[config.mk]
export PLATFORM = sky130hd
export DESIGN_NAME = fifo_nibble_reader
export DESIGN_NICKNAME = d
export VERILOG_FILES = /design/src/rtl/fifo_nibble_reader.sv
export SDC_FILE = /design/constraint.sdc
export NUM_CORES = 1
export LEC_CHECK = 0
export BUFFER_PORTS_ARGS = -buffer_cell sky130_fd_sc_hd__buf_2
export CORE_ASPECT_RATIO = 0.9
export CORE_MARGIN = 2
export CORE_UTILIZATION = 55
export DETAILED_ROUTE_END_ITERATION = 8
export MAX_ROUTING_LAYER = met4
export PLACE_DENSITY = 0.77
export SYNTH_ARGS = -nofsm -noshare
export SYNTH_HDL_FRONTEND = slang
export SYNTH_SLANG_ARGS = --single-unit
export TNS_END_PERCENT = 100
[constraint.sdc]
create_clock -name clk_in -period 3.44 [get_ports clk_in]
set_input_delay 0.344 -clock clk_in [delete_from_list [all_inputs] [get_ports clk_in]]
set_output_delay 0.344 -clock clk_in [all_outputs]
set_load 0.02 [all_outputs]
[src/rtl/fifo_nibble_reader.sv]
// Read-side controller for a 4-bit tristate-output FIFO: drains nibbles,
// packs pairs into bytes, and flushes a lone nibble after an idle timeout.
module fifo_nibble_reader #(
  parameter int RD_LAT    = 1,
  parameter int TIMEOUT   = 16,
  parameter bit MSN_FIRST = 1'b1
) (
  input  logic       clk_in,
  input  logic       rst,
  input  logic       enable,
  input  logic       fifo_empty,
  input  logic [3:0] fifo_data,
  output logic       fifo_rd,
  output logic       fifo_status,
  output logic [7:0] out_data,
  output logic       out_valid,
  input  logic       out_ready,
  output logic       out_partial,
  output logic       nib_held
);

  typedef enum logic [2:0] {IDLE, TURN, READ, WAIT, CAPT, OUT} state_t;

  // WAIT runs RD_LAT-1 cycles, counting 0 .. RD_LAT-2.
  localparam logic [1:0] WAIT_LAST = 2'(RD_LAT - 2);
  localparam logic [7:0] TO_LAST   = 8'(TIMEOUT - 1);

  state_t     state, state_d;
  logic [1:0] wait_cnt, wait_d;
  logic [7:0] to_cnt, to_d;
  logic [3:0] held_nib, held_d;
  logic [7:0] data_d;
  logic       valid_d, partial_d, nib_held_d;
  logic [7:0] full_byte, partial_byte;

  // The first nibble read lands in the upper half when MSN_FIRST is set.
  assign full_byte    = MSN_FIRST ? {held_nib, fifo_data} : {fifo_data, held_nib};
  assign partial_byte = MSN_FIRST ? {held_nib, 4'h0}      : {4'h0, held_nib};

  always_ff @(posedge clk_in or negedge rst) begin
    if (!rst) begin
      state       <= IDLE;
      wait_cnt    <= '0;
      to_cnt      <= '0;
      held_nib    <= '0;
      out_data    <= '0;
      out_valid   <= 1'b0;
      out_partial <= 1'b0;
      nib_held    <= 1'b0;
    end else begin
      // NOTE: non-blocking assignments so every register updates from pre-edge values.
      state       <= state_d;
      wait_cnt    <= wait_d;
      to_cnt      <= to_d;
      held_nib    <= held_d;
      out_data    <= data_d;
      out_valid   <= valid_d;
      out_partial <= partial_d;
      nib_held    <= nib_held_d;
    end
  end

  always_comb begin
    // NOTE: every output of this block gets a default first so no latch is inferred.
    state_d     = state;
    wait_d      = wait_cnt;
    to_d        = to_cnt;
    held_d      = held_nib;
    data_d      = out_data;
    valid_d     = out_valid;
    partial_d   = out_partial;
    nib_held_d  = nib_held;
    fifo_rd     = 1'b0;
    fifo_status = 1'b1;

    unique case (state)
      IDLE: begin
        if (enable && !fifo_empty && !out_valid) begin
          state_d = TURN;
          to_d    = '0;
        end else if (nib_held && fifo_empty) begin
          if (to_cnt == TO_LAST) begin
            to_d       = '0;
            data_d     = partial_byte;
            valid_d    = 1'b1;
            partial_d  = 1'b1;
            nib_held_d = 1'b0;
            state_d    = OUT;
          end else begin
            to_d = to_cnt + 8'd1;
          end
        end else begin
          to_d = '0;
        end
      end

      TURN: begin
        // Bus turnaround; give up early if the FIFO drained meanwhile.
        fifo_status = 1'b0;
        state_d     = fifo_empty ? IDLE : READ;
      end

      READ: begin
        fifo_status = 1'b0;
        if (fifo_empty) begin
          state_d = IDLE;
        end else begin
          fifo_rd = 1'b1;
          wait_d  = '0;
          state_d = (RD_LAT == 1) ? CAPT : WAIT;
        end
      end

      WAIT: begin
        fifo_status = 1'b0;
        if (wait_cnt == WAIT_LAST) state_d = CAPT;
        else                       wait_d  = wait_cnt + 2'd1;
      end

      CAPT: begin
        // fifo_data is only ever looked at here.
        fifo_status = 1'b0;
        to_d        = '0;
        if (nib_held) begin
          data_d     = full_byte;
          valid_d    = 1'b1;
          partial_d  = 1'b0;
          nib_held_d = 1'b0;
          state_d    = OUT;
        end else begin
          held_d     = fifo_data;
          nib_held_d = 1'b1;
          state_d    = IDLE;
        end
      end

      OUT: begin
        if (out_ready) begin
          valid_d   = 1'b0;
          partial_d = 1'b0;
          state_d   = IDLE;
        end
      end

      default: state_d = IDLE;
    endcase
  end

endmodule
==> metrics.cfg <==
[clock_tree]
clk_pin_slew_ns = 0.15
clk_latency_ns = 0.33
cts_made_buffers = 3
clock_sinks = 28
post_cts_buffers = 0
cts_hold_buffers = 0
cts.repair.resized = 0
cts_max_path_buffers = 2
cts_tree = built
htreeDepth = 1
root_buffer = clkbuf_4

[drt]
detail-route-antenna-nets = 0
wl_per_cell_um = 15.0
firstDrtPassIters = 4
route.met3.wl_um = 101
routed_wl_um = 2910
maxUsedRoutingLayer = met4
met2_length_um = 1420
vias_per_cell = 6.23
drtIter0Drc = 69
route.detailed.drc = 0
vias = 1208
wl_met1_um = 1360

[pwr]
p_int_uw = 789
seq_power_share_pct = 42.8
switchingPower_uw = 623
combPwrFrac_pct = 45.7
p_per_area_mw_per_mm2 = 858
p_clk_share_pct = 11.5
peakVddDrop_v = 0.000532
swShare_pct = 44.1
p_leak_nw = 0.731

[sta]
worst_pin_slew_ns = 0.670
setup_tns_ns = 0
finClkSkew_ns = 0.00825
slew-limit-headroom_pct = 55.2
fmax_mhz = 449
fin_crit_sh_pct = 64.8
hold_viol_final = 3
drv_slew = 0
hold_slack_ns = -0.00475
setup_viol = 0
fin_crit_ns = 2.23
rsz0062_at_grt = no

[global_routing]
track_usage_pct = 22.7
grt_pass1_wl_um = 5180
antenna_found_initial = 0
grt_max_degree = 29
grt-ovfl-total = 0
grt_pass1_vias = 1088

[setup_path]
slowest_delay_ns = 0.60
critPathKind = reg -> out
reg2reg_to = out_data[6]$_DFFE_PN0P_
start_kind = register
path_cells = nor2_1 -> xnor2_1 -> buf_2
crit_fanout = 16
cpMaxStageDelayCell = nor2_1
arrival_ns = 1.88
end_kind = primary output
reg2reg_depth = 5
r2r_start = to_cnt[0]$_DFFE_PN0P_
r2r_slack_ns = 1.50
cp.required_ns = 3.10

[synth]
syn_inst = 148
ys_seq_area_share_pct = 46.8
ys_top_cells_by_count = 28 x dfrtp_1, 18 x o21ai_0, 10 x nand2_1, 10 x nor2_1, 8 x mux2_2
synth_warnings = 0
syn_nets = 159
yosysMostFrequentCell = dfrtp_1
synth_ff_type = dfrtp_1
async_reset_ff_share_pct = 100
yosysUniqueCellTypes = 39
netlist_area_mm2 = 0.00150
synthTopCellsByArea = dfrtp_1 47%, o21ai_0 6.0%, mux2_2 6.0%
synth_area_leader_cell = dfrtp_1
syn_avg_cell_area_um2 = 10.1
synth_edf_count = 0
ys_seq_elements = 28
yosysTopAreaCellShare_pct = 46.8

[floorplanning]
core-area_mm2 = 0.00251
die_w_um = 59.0
rows = 17
fp.dieH_um = 53.5
io_pins = 22
initial_utilization_pct = 59.7
dieArea_mm2 = 0.00316

[layout]
syn_to_final_growth_pct = 9.86
diodes = 0
drive_gt1_share_pct = 24.1
fin_nets = 178
final_area_mm2 = 0.00165
fill_cells = 201
seq_area_um2 = 701
multi_input_area_um2 = 753

[placement]
io_buffers = 21
routabilityCongestion = 0.773
hpwl_um = 2100
place_area_mm2 = 0.00161

[hold_path]
hold_path_class = in -> async

[run_status]
violations = negative hold slack
status = complete, but fails checks

[run]
max_cap_violations = 0

worst max-delay path, delay by kind of cell (launching register included):
family | cells | cell delay [ns]
buf+inv | 1 | 0.18
xor+xnor | 1 | 0.18
flops | 1 | 0.59
simple gates | 1 | 0.60
cell families (layout without fill, tap and decap cells):
logic type                 count (synthesis)  after routing  synth area share (%)
and+or+nand+nor                           54             54                  21.8
AOI/OAI and AO/OA                         42             42                  19.0
DFF                                       28             28                  46.8
buffers and inverters                     11             29                  2.92
muxes                                      9              9                  6.68
adders and majority gates                  2              2                  1.67
xor gates and xnor gates                   2              2                  1.17
registers in the layout, summed over array words and instances, names as in the netlist:
signal,count
out_partial,1
state,3
wait_cnt,2
out_data,8
out_valid,1
to_cnt,8
held_nib,4
nib_held,1
layout by cell type (no fill, tap or decap), types with 2 or more instances in the layout:
cell      synthesis  final
nand2_1          10     10
nor2_1           10     10
nor3_1            4      4
mux2_2            8      8
a31oi_1           7      7
a21o_1            3      3
nor2b_1           7      7
and3_1            3      3
ha_1              2      2
buf_2             2     21
nand3_1           7      7
nand2b_1          2      2
a21oi_1           3      3
nand4_1           2      2
a211oi_1          2      2
a22o_1            2      2
clkbuf_4          0      3
dfrtp_1          28     28
inv_1             4      4
o21ai_0          18     18
through the flow:
step                utilization [%]  total power, mW  std cells  setup slack, ns
global route                   65.6             1.53        194             1.07
CTS                            65.6             1.42        194             1.21
finish                         65.6             1.41        194             1.21
floorplan                         -             1.08        148             1.72
detailed placement             64.1             1.26        190             1.53
global placement               64.1             1.23        190             1.61
how the worst max path moves through the flow:
stage | from | end | depth (start not counted)
final | state[0]$_DFFE_PN0P_ | fifo_status | 3
after CTS | state[0]$_DFFE_PN0P_ | fifo_status | 3
after global placement | to_cnt[0]$_DFFE_PN0P_ | out_data[5]$_DFFE_PN0P_ | 5
after global routing | state[0]$_DFFE_PN0P_ | fifo_status | 3
after detailed placement | to_cnt[0]$_DFFE_PN0P_ | out_data[6]$_DFFE_PN0P_ | 5
after floorplan | to_cnt[0]$_DFFE_PN0P_ | out_data[4]$_DFFE_PN0P_ | 5
layout make-up:
class | count | share of cell area (%)
Clock buffer | 4 | 2.21
Multi-Input combinational cell | 109 | 45.8
Inverter | 4 | 0.913
Tap cell | 28 | 2.13
Timing Repair Buffer | 21 | 6.39
Sequential cell | 28 | 42.6
per-layer routing:
metal / vias up / global-route usage (%)
li1: 579 / -
met5: - / -
met2: 26 / 34.8
met1: 599 / 30.2
met4: 0 / 6.82
met3: 4 / 5.13
power by group through the flow:
| stage | logic, mW | registers (mW) | clock network (mW) |
|---|---|---|---|
| final | 0.645 | 0.605 | 0.162 |
| after global routing | 0.728 | 0.627 | 0.175 |
| after CTS | 0.652 | 0.601 | 0.165 |
| after detailed placement | 0.649 | 0.609 | 0 |
| after global placement | 0.628 | 0.598 | 0 |
| after floorplan | 0.482 | 0.598 | 0 |
Note: power is estimated with default switching activity, not from simulation.
